`config.mk`:
```
export PLATFORM = sky130hd
export DESIGN_NAME = scale_mux_ctrl
export DESIGN_NICKNAME = d
export VERILOG_FILES = /design/src/rtl/scale_mux_ctrl.sv
export SDC_FILE = /design/constraint.sdc
export NUM_CORES = 1
export LEC_CHECK = 0
export ABC_AREA = 0
export BUFFER_PORTS_ARGS = -buffer_cell sky130_fd_sc_hd__buf_2
export CAP_MARGIN = 0
export CORE_AREA = 2 2 39 41
export CTS_CLUSTER_DIAMETER = 150
export DETAILED_ROUTE_END_ITERATION = 7
export DIE_AREA = 0 0 41 43
export PLACE_DENSITY = 0.41
export SYNTH_ARGS = -nofsm -noshare
export SYNTH_HDL_FRONTEND = slang
export SYNTH_SLANG_ARGS = --single-unit
export TNS_END_PERCENT = 50
```
`constraint.sdc`:
```
create_clock -name clk_i -period 1.5 [get_ports clk_i]
set_input_delay 0.075 -clock clk_i [delete_from_list [all_inputs] [get_ports clk_i]]
set_output_delay 0.075 -clock clk_i [all_outputs]
set_load 0.005 [all_outputs]
```
`src/rtl/scale_mux_ctrl.sv`:
```
// Handshake controller around a scale_mux: arbitrates sources A/B onto SEL and
// registers the mux result into a single-entry valid/ready output stage.
module scale_mux_ctrl #(
  parameter int SIZE = 1,
  parameter bit RR   = 1'b1
) (
  input  logic            clk_i,
  input  logic            rst_n_i,
  input  logic            a_valid_i,
  output logic            a_ready_o,
  input  logic            b_valid_i,
  output logic            b_ready_o,
  output logic            sel_o,
  input  logic [SIZE-1:0] mux_in_i,
  output logic [SIZE-1:0] out_o,
  output logic            out_valid_o,
  input  logic            out_ready_i
);

  logic [SIZE-1:0] out_q, out_d;
  logic            vld_q, vld_d;
  logic            last_q, last_d;
  logic            sel_q, sel_d;
  logic            space;
  logic            gnt_a, gnt_b, xfer;

  assign space = ~vld_q | out_ready_i;

  // Grants are qualified by space and reset so a stalled or resetting stage
  // neither asserts ready nor moves SEL.
  always_comb begin
    gnt_a = 1'b0;
    gnt_b = 1'b0;
    if (rst_n_i && space) begin
      if (a_valid_i && b_valid_i) begin
        if (RR && !last_q) gnt_b = 1'b1;
        else               gnt_a = 1'b1;
      end else if (a_valid_i) begin
        gnt_a = 1'b1;
      end else if (b_valid_i) begin
        gnt_b = 1'b1;
      end
    end
  end

  assign xfer      = gnt_a | gnt_b;
  assign a_ready_o = gnt_a;
  assign b_ready_o = gnt_b;
  // Idle SEL replays the last driven value; independent of mux_in_i.
  assign sel_o     = xfer ? gnt_b : sel_q;

  always_comb begin
    out_d  = out_q;
    vld_d  = vld_q;
    last_d = last_q;
    sel_d  = sel_q;
    if (xfer) begin
      out_d  = mux_in_i;
      vld_d  = 1'b1;
      last_d = gnt_b;
      sel_d  = gnt_b;
    end else if (out_ready_i) begin
      vld_d  = 1'b0;
    end
  end

  always_ff @(posedge clk_i or negedge rst_n_i) begin
    if (!rst_n_i) begin
      out_q  <= '0;
      vld_q  <= 1'b0;
      last_q <= 1'b1;
      sel_q  <= 1'b0;
    end else begin
      out_q  <= out_d;
      vld_q  <= vld_d;
      last_q <= last_d;
      sel_q  <= sel_d;
    end
  end

  assign out_o       = out_q;
  assign out_valid_o = vld_q;

endmodule

```
Word level (Yosys, flattened, before mapping)
Index checks and enable logic that the tools add are counted.
{ "totals": {"ff_bits": 4, "latch_bits": 0, "ramBits": 0, "rom_bits": 0, "inputBits": 6, "output_inout_bits": 5, "word_cells": 22, "n_memories": 0} }
{ "op_classes": {"addsub": 0, "n_mul": 0, "n_div": 0, "order_cmp": 0, "n_eq_ne": 0, "shift": 0, "n_mux": 12, "n_bitwise": 3, "n_reduce_logical": 3} }
{ "ops": {"columns": ["op", "n"], "rows": [
  ["two-way mux 1 bit", 12],
  ["logical AND 1 bit", 2],
  ["bitwise OR 1 bit", 2],
  ["nonzero test 2 bit", 1],
  ["NOT 1 bit", 1]
]} }

Logic depth before layout (Yosys ltp)
Gate-level depths: netlist of run 1.
{ "depth": {"depth_word": 6, "depth_mapped": 3, "depth_no_buf": 3} }

Least setup slack after synthesis of run 1
OpenSTA, ideal clock, no wires.
{ "synth_timing": {"kind": "flip-flop to flip-flop", "from": "register vld_q (netlist: out_valid_o)", "to": "register out_q (netlist: out_o)", "setup_ps": 125, "t_arrival_ps": 857, "required_ps": 1375, "setup_slack_ps": 518, "path_stages_with_launch": 4, "n_path_buf": 0, "period_less_slack_ps": 982, "cell_sequence": "dfrtp_1 nand2b_4 o211ai_2 mux2_4"} }
{ "synth_between": {"elab_chain_cells": 5, "elab_cells_between_ends": 6, "classes_between": "mux (2); bitwise (3); reduce/logical (1)"} }
{ "synth_lines": {"columns": ["item", "line_no", "rtl"], "rows": [
  ["from (decl)", "21", "logic vld_q, vld_d;"],
  ["from (signal assigned)", "75", "vld_q <= vld_d;"],
  ["NOT 1 bit *", "27", "assign space = ~vld_q | out_ready_i;"],
  ["bitwise OR 1 bit *", "27", null],
  ["logical AND 1 bit *", "34", "if (rst_n_i && space) begin"],
  ["two-way mux 1 bit", "34", null],
  ["bitwise OR 1 bit *", "46", "assign xfer = gnt_a | gnt_b;"],
  ["to (signal assigned)", "74", "out_q <= out_d;"],
  ["to (decl)", "20", "logic [SIZE-1:0] out_q, out_d;"]
]} }
Mark *: on every way between the ends. The rest lies on a longest branch, timed or not.
A chain may end at the register's enable or synchronous reset.

Worst setup path after layout of run 1
{ "layout_timing": {"from": "input port rst_n_i", "to": "output port sel_o"} }
{ "layout_between": {"elab_chain_cells": 4, "elab_cells_between_ends": 5, "classes_between": "mux (3); bitwise (1); reduce/logical (1)"} }
{ "layout_lines": {"columns": ["item", "line_no", "rtl"], "rows": [
  ["from (decl)", "8", "input logic rst_n_i,"],
  ["logical AND 1 bit *", "34", null],
  ["two-way mux 1 bit", "34", null],
  ["bitwise OR 1 bit", "46", null],
  ["two-way mux 1 bit *", null, null],
  ["to (decl)", "13", "output logic sel_o,"]
]} }
Marks and branches as above.

==> impl_metrics.json, run 1 <==
{
  "status": "finished clean",
  "grt_overflow_total": 0,
  "endpoint_kind": "primary output",
  "peakVddDrop_uv": 370,
  "worst_slew_pin_slew_ns": 0.159,
  "syn_to_final_growth_pct": 55.2,
  "post-cts-setup-buffers": 0,
  "synth_area_um2": 204,
  "crit_required_ns": 1.42,
  "numCtsBuffers": 3,
  "place_area_um2": 274,
  "period_share_pct": 88.9,
  "setup_viol": 0,
  "drt_iter0_markers": 0,
  "hold_path_class": "in2reg",
  "num_vias": 182,
  "htreeDepth": 1,
  "core_area_um2": 1380,
  "syn_area_per_cell_um2": 11.3,
  "start_kind": "input port",
  "synth_cell_type_count": 14,
  "drc": 0,
  "whs_path_depth": 2,
  "hpwlAfterDp_um": 362,
  "tritoncts": "built",
  "diodes": 0,
  "clockRootBuffer": "clkbuf_4",
  "rsz0062_at_grt": "no",
  "finalHoldViolCount": 0,
  "drv_slew": 0,
  "synth_warnings": 0,
  "relSlewSlack_pct": 89.3,
  "power_density_nw_per_um2": 1160,
  "stdcell_count": 49,
  "grt_max_degree": 10,
  "p_leak_nw": 0.156,
  "portBuffers": 10,
  "num_rows": 14,
  "grt_pass1_vias": 217,
  "dp.cells": 44,
  "clockBufferDepth": 2,
  "whs_ns": 0.0705,
  "synth-seq-area-share_pct": 49.7,
  "numClockSinks": 4,
  "crit_type": "in2out",
  "via_per_inst": 3.71,
  "gp_congestion": 0.686,
  "syn-num-nets": 24,
  "fin_setup_tns_ns": 0,
  "dieArea_um2": 1760,
  "netlist_instances": 18,
  "io_pins": 11,
  "start_util_pct": 14.7,
  "routed_wl_um": 421,
  "r2r_cells": 3,
  "antenna_found_initial": 0,
  "clkTransAtPathRegs_ns": 0.04,
  "cp_max_fo": 9,
  "grt_pass1_wl_um": 869,
  "finClkSkew_ns": 0.00962,
  "die_width_um": 41,
  "fin_crit_ns": 1.33,
  "design_area_um2": 317,
  "fill_cells": 149,
  "ys_ff_latch": 4,
  "ant_nets": 0,
  "fmax_mhz": 750,
  "insertion_delay_ns": 0.23,
  "wl_per_cell_um": 8.59,
  "dr.pass1.iters": 1,
  "crit_arrival_ns": 1.26,
  "cap_viol_max_count": 0,
  "nets": 40,
  "drive_gt1_share_pct": 57.6,
  "grt_usage_pct": 7.86,
  "die-height_um": 43,
  "p_total_mw": 0.368
}
power by group:
group | internal, mW | total [mW] | switching [mW]
clock | 0.0998 | 0.144 | 0.0441
combinational | 0.0439 | 0.0793 | 0.0354
sequential | 0.133 | 0.145 | 0.0114
critical path, stage by stage:
cell and delay, ns:
dlygate4sd3_1 0.52, buf_2 0.20, nand3_1 0.16, o2bb2ai_2 0.18, buf_2 0.13
cell families after synthesis:
group	after synthesis	share of synthesized area, %
multiplexers	1	7.36
flip-flops	4	49.7
AO/OA/AOI/OAI	5	17.8
buffers and inverters	1	1.84
AND/OR/NAND/NOR	7	23.3
cell usage in the layout (no fill, tap or decap):
cell type,netlist,routed
nand3_1,2,2
mux2_4,1,1
buf_2,0,10
o21ai_0,1,1
clkbuf_4,0,3
dfstp_2,1,1
nand2b_4,1,1
nand2_1,1,1
o2bb2ai_2,0,1
a21oi_1,2,2
dfrtp_1,3,3
o211ai_2,1,1
and4_2,1,1
nor2_1,1,1
inv_1,1,1
and2_1,1,1
dlygate4sd3_1,0,1
clkbuf_1,0,1
layout make-up:
cell class              instances  area [um2]  share of cell area, %
multi-input cells              13         105                   33.2
flip-flops and latches          4         101                   32.0
repair buffers                 11        60.1                   19.0
clock buffers                   4        26.3                   8.30
well taps                      16        20.0                   6.32
inverters                       1        3.75                   1.19
state kept, by name (all words and copies together), names as in the netlist:
register	cells
last_q	1
out_o	1
out_valid_o	1
sel_q	1
metal layers:
layer	part of all wire [%]	global-route usage [%]	wire length [um]	vias up
met4	1.9	8.00	8	0
met2	52	10.6	217	4
li1	-	-	-	97
met5	0	0	0	-
met3	5.0	3.14	21	2
met1	41	8.47	174	79
cells in the mapped netlist:
cell type,number,area (um2)
and4_2,1,10.0
inv_1,1,3.75
nor2_1,1,3.75
and2_1,1,6.26
dfrtp_1,3,75.1
a21oi_1,2,10.0
nand2_1,1,3.75
o211ai_2,1,12.5
nand3_1,2,10.0
dfstp_2,1,26.3
nand2b_4,1,13.8
o2bb2ai_1,1,8.76
o21ai_0,1,5.00
mux2_4,1,15.0
stage by stage:
| stage | setup slack (ns) | utilization [%] |
|---|---|---|
| 2_1_floorplan | 0.518 | - |
| 3_3_place_gp | 0.480 | 19.8 |
| 3_5_place_dp | 0.468 | 19.8 |
| 4_1_cts | 0.115 | 22.4 |
| 5_1_grt | 0.0301 | 22.9 |
| 6_report | 0.166 | 22.9 |
final timing paths:
| kind | from | endpoint | slack, ns |
|---|---|---|---|
| max in group asynchronous | rst_n_i | last_q$_DFFE_PN1P_ | 1.06 |
| hold reg to reg | sel_q$_DFF_PN0_ | sel_q$_DFF_PN0_ | 0.48 |
| min in group asynchronous | rst_n_i | out_valid_o$_DFFE_PN0P_ | 0.20 |
| setup / recovery | rst_n_i | sel_o | 0.17 |
| setup reg to reg | out_valid_o$_DFFE_PN0P_ | out_o$_DFFE_PN0P_ | 0.51 |
| hold / removal | mux_in_i | out_o$_DFFE_PN0P_ | 0.07 |
timing repair:
item	CTS	global route
endpoints found under the hold margin	4	0
gates resized for setup	0	1
setup endpoints to repair	0	1
hold buffers	1	0
Note: power is estimated with default switching activity, not from simulation.
==> run 2: changes to the inputs <==
CTS_BUF_LIST = sky130_fd_sc_hd__clkbuf_8 sky130_fd_sc_hd__clkbuf_16   (was default)
==> impl_metrics.json, run 2 (synthesis gave the netlist of run 1 again) <==
{
  "status": "finished clean",
  "endpoint": "sel_o",
  "io_pins": 11,
  "dr.pass1.iters": 1,
  "peakVddDrop_uv": 448,
  "period_share_pct": 89.8,
  "grt_usage_pct": 8.06,
  "crit_required_ns": 1.42,
  "dp.cells": 44,
  "start_util_pct": 14.7,
  "rr_startpoint": "out_valid_o$_DFFE_PN0P_",
  "drc": 0,
  "cp_slowest_cell": "dlygate4sd3_1",
  "cap_viol_max_count": 0,
  "cp_top_family": "buffers and inverters",
  "routed_wl_um": 428,
  "grt_pass1_vias": 216,
  "via_per_inst": 3.73,
  "portBuffers": 10,
  "gp_congestion": 0.686,
  "die_width_um": 41,
  "crit_arrival_ns": 1.27,
  "drive_gt1_share_pct": 57.6,
  "crit_cells": 5,
  "p_leak_nw": 0.168,
  "rrSetupSlack_ns": 0.50,
  "fin_crit_ns": 1.35,
  "power_density_nw_per_um2": 1350,
  "antenna_found_initial": 0,
  "die-height_um": 43,
  "grt_overflow_total": 0,
  "wl_per_cell_um": 8.73,
  "fill_cells": 146,
  "insertion_delay_ns": 0.22,
  "r2r-end": "out_o$_DFFE_PN0P_",
  "tritoncts": "built",
  "clockBufferDepth": 2,
  "grt_pass1_wl_um": 869,
  "nets": 40,
  "worst_slew_pin_slew_ns": 0.159,
  "hold_path_class": "in2reg",
  "fin_setup_tns_ns": 0,
  "crit_type": "in2out",
  "fmax_mhz": 743,
  "critPathMostFrequentCell": "buf_2",
  "critPathLaunch": "rst_n_i",
  "start_kind": "input port",
  "clockRootBuffer": "clkbuf_8",
  "finClkSkew_ns": 0.00640,
  "num_vias": 183,
  "relSlewSlack_pct": 89.3,
  "drv_slew": 0,
  "ant_nets": 0,
  "endpoint_kind": "primary output",
  "final_common_cell": "buf_2",
  "path_buf_inv": 3,
  "num_rows": 14,
  "grt_max_degree": 10,
  "max_stage_delay_ns": 0.52,
  "stdcell_count": 49,
  "htreeDepth": 1,
  "drt_iter0_markers": 0,
  "finalHoldViolCount": 0,
  "whs_ns": 0.0895,
  "p_total_mw": 0.453,
  "diodes": 0,
  "dieArea_um2": 1760,
  "numClockSinks": 4,
  "clkTransAtPathRegs_ns": 0.03,
  "layout_common_cells": "buf_2 (10), clkbuf_8 (3), dfrtp_1 (3)",
  "post-cts-setup-buffers": 0,
  "r2r_cells": 3,
  "core_area_um2": 1380,
  "syn_to_final_growth_pct": 64.4,
  "hpwlAfterDp_um": 362,
  "cp_max_fo": 9,
  "rsz0062_at_grt": "no",
  "numCtsBuffers": 3,
  "path_cells": "dlygate4sd3_1, buf_2, nand3_1, o2bb2ai_2, buf_2",
  "setup_viol": 0
}
-- run 2: cell types whose count changed in the layout (fill, tap and decap cells not counted) --
cell	change
inv_1	+1
clkbuf_4	-3
clkbuf_8	+3
clkbuf_1	-1
-- run 2: layer usage --
layer	global-route usage, %	up-vias	routed length, um
met1	8.47	81	177
met4	10.0	0	8
met5	0	-	0
met2	10.3	4	220
li1	-	96	-
met3	3.14	2	20
-- run 2: report_power, final --
part	switching (mW)	internal [mW]	total [mW]
Sequential	0.0114	0.133	0.145
Clock	0.0538	0.174	0.228
Combinational	0.0359	0.0439	0.0798
-- run 2: timing repair --
item                                    CTS  global route
hold buffers                              1             0
resized for setup                         0             1
endpoints found under the setup margin    0             1
hold endpoints to repair                  4             0
-- run 2: worst min-delay path by stage --
stage / to / slack (ns) / depth (start not counted) / start
after floorplan: out_o$_DFFE_PN0P_ / -0.22 / 0 / rst_n_i
after global placement: out_o$_DFFE_PN0P_ / -0.09 / 1 / rst_n_i
after detailed placement: out_o$_DFFE_PN0P_ / -0.08 / 1 / rst_n_i
after CTS: out_o$_DFFE_PN0P_ / 0.08 / 2 / mux_in_i
after global routing: out_o$_DFFE_PN0P_ / 0.09 / 2 / mux_in_i
final: out_o$_DFFE_PN0P_ / 0.09 / 2 / mux_in_i
-- run 2: worst reg2reg max path: stages, from the launching register on --
cell      delay (ns)
dfrtp_1         0.39
nand2b_4        0.10
o211ai_2        0.09
mux2_4          0.30
-- run 2: final cells by class --
class | count | area, um2 | area share (%)
timing repair buffer | 11 | 60.1 | 17.9
multi-input combinational | 13 | 105 | 31.3
clock buffer | 3 | 41.3 | 12.3
sequential | 4 | 101 | 30.2
tap | 16 | 20.0 | 5.97
inverter | 1 | 3.75 | 1.12
clock inverter | 1 | 3.75 | 1.12
-- run 2: through the flow --
stage	instance area, um2	utilization [%]	setup WS (ns)
floorplan	204	-	0.518
CTS	329	23.8	0.115
global placement	274	19.8	0.480
detailed placement	274	19.8	0.468
finish	335	24.2	0.154
global route	335	24.2	0.0301
==> run 3: changes to the inputs <==
clock period = 1.6 ns   (was 1.5 ns; I/O delays follow)
==> impl_metrics.json, run 3 (synthesis gave the netlist of run 1 again) <==
{
  "status": "finished clean",
  "ctsResizeCount": 0,
  "grt_max_degree": 10,
  "setup_ws_ns": 0.231,
  "design_area_um2": 329,
  "clkTransAtPathRegs_ns": 0.03,
  "dr.pass1.iters": 1,
  "post-cts-setup-buffers": 0,
  "core_area_um2": 1380,
  "portBuffers": 10,
  "worst_slew_pin_slew_ns": 0.159,
  "numClockSinks": 4,
  "min_from": "mux_in_i",
  "path_buf_inv": 3,
  "diodes": 0,
  "grt_pass1_wl_um": 869,
  "grt_use_met1_pct": 8.47,
  "relSlewSlack_pct": 89.3,
  "cp_top_family": "buffers and inverters",
  "start_kind": "input port",
  "nets": 40,
  "dieArea_um2": 1760,
  "fin_setup_tns_ns": 0,
  "routed_wl_um": 426,
  "wl_per_cell_um": 8.69,
  "setup_viol": 0,
  "drive_gt1_share_pct": 54.5,
  "path_cells": "dlygate4sd3_1, buf_2, nand3_1, o2bb2ai_1, buf_2",
  "clockBufferDepth": 2,
  "endpoint_kind": "primary output",
  "rr_startpoint": "out_valid_o$_DFFE_PN0P_",
  "antenna_found_initial": 0,
  "fmax_mhz": 730,
  "via_per_inst": 3.76,
  "place_area_um2": 274,
  "cp_slowest_cell": "dlygate4sd3_1",
  "htreeDepth": 1,
  "crit_cells": 5,
  "peakVddDrop_uv": 420,
  "drt_iter0_markers": 0,
  "gr-usage-met2_pct": 10.3,
  "crit_arrival_ns": 1.29,
  "layout_common_cells": "buf_2 (10), clkbuf_8 (3), dfrtp_1 (3)",
  "rsz0062_at_grt": "no",
  "io_pins": 11,
  "final_common_cell": "buf_2",
  "hpwlAfterDp_um": 362,
  "whs_path_depth": 2,
  "fill_cells": 147,
  "die_width_um": 41,
  "grt_pass1_vias": 216,
  "num_vias": 184,
  "drc": 0,
  "clockRootBuffer": "clkbuf_8",
  "crit_type": "in2out",
  "cp_max_fo": 9,
  "ctsHoldBuffers": 1,
  "ant_nets": 0,
  "fin_crit_ns": 1.37,
  "crit_required_ns": 1.52,
  "r2r-end": "out_o$_DFFE_PN0P_",
  "die-height_um": 43,
  "grt_usage_pct": 8.06,
  "gp_congestion": 0.686,
  "tritoncts": "built",
  "finalHoldViolCount": 0,
  "syn_to_final_growth_pct": 61.3,
  "numCtsBuffers": 3,
  "hold_path_class": "in2reg",
  "num_rows": 14,
  "p_leak_nw": 0.167,
  "dp_slack_ns": 0.563,
  "cap_viol_max_count": 0,
  "grt_overflow_total": 0,
  "max_stage_delay_ns": 0.52,
  "worstHoldEndpoint": "out_o$_DFFE_PN0P_",
  "top_usage_layer": "met2",
  "period_share_pct": 85.6,
  "insertion_delay_ns": 0.22,
  "start_util_pct": 14.7,
  "drv_slew": 0,
  "r2r_cells": 3,
  "met3_usage_pct": 3.14,
  "finClkSkew_ns": 0.00640,
  "power_density_nw_per_um2": 1270,
  "rrSetupSlack_ns": 0.60,
  "critPathMostFrequentCell": "buf_2"
}
-- run 3: cell types whose count changed in the layout (fill, tap and decap cells not counted) --
cell / delta
o2bb2ai_1: +1
o2bb2ai_2: -1
-- run 3: routing by layer --
metal  vias up  part of all wire [%]
li1         97                     -
met1        81                    42
met2         4                    51
met3         2                   4.7
met4         0                   1.9
met5         -                     0
-- run 3: area by class of cell --
class	instances	area, um2	share of cell area (%)
tap	16	20.0	6.08
clock buffer	3	41.3	12.5
multi-input combinational	13	98.8	30.0
inverter	1	3.75	1.14
clock inverter	1	3.75	1.14
timing repair buffer	11	60.1	18.3
sequential	4	101	30.8
-- run 3: report_power, final --
group / internal, mW / total, mW / switching (mW) / leakage (nW)
registers: 0.125 / 0.135 / 0.00949 / 0.0456
clock network: 0.163 / 0.214 / 0.0504 / 0.0269
logic: 0.0384 / 0.0707 / 0.0322 / 0.0945
-- run 3: metrics by stage --
step	total power, mW	utilization, %	hold WS [ns]	std cells
4_1_cts	0.429	23.8	0.0889	49
3_3_place_gp	0.205	19.8	-0.0822	44
5_1_grt	0.452	23.8	0.0949	49
6_report	0.419	23.8	0.0945	49
2_1_floorplan	0.173	-	-0.216	18
3_5_place_dp	0.206	19.8	-0.0783	44
-- run 3: worst max path at each step --
stage	startpoint	endpoint	slack, ns
finish	rst_n_i	sel_o	0.23
global route	rst_n_i	sel_o	0.08
CTS	rst_n_i	sel_o	0.20
detailed placement	out_valid_o$_DFFE_PN0P_	sel_o	0.56
global placement	out_valid_o$_DFFE_PN0P_	sel_o	0.58
floorplan	out_valid_o$_DFFE_PN0P_	out_o$_DFFE_PN0P_	0.62
-- run 3: worst reg2reg max path: cells and delay by family, from the launching register on --
kind	cells	cell delay, ns
AND/OR/NAND/NOR	1	0.10
multiplexers	1	0.30
AO/OA/AOI/OAI	1	0.09
flip-flops	1	0.39
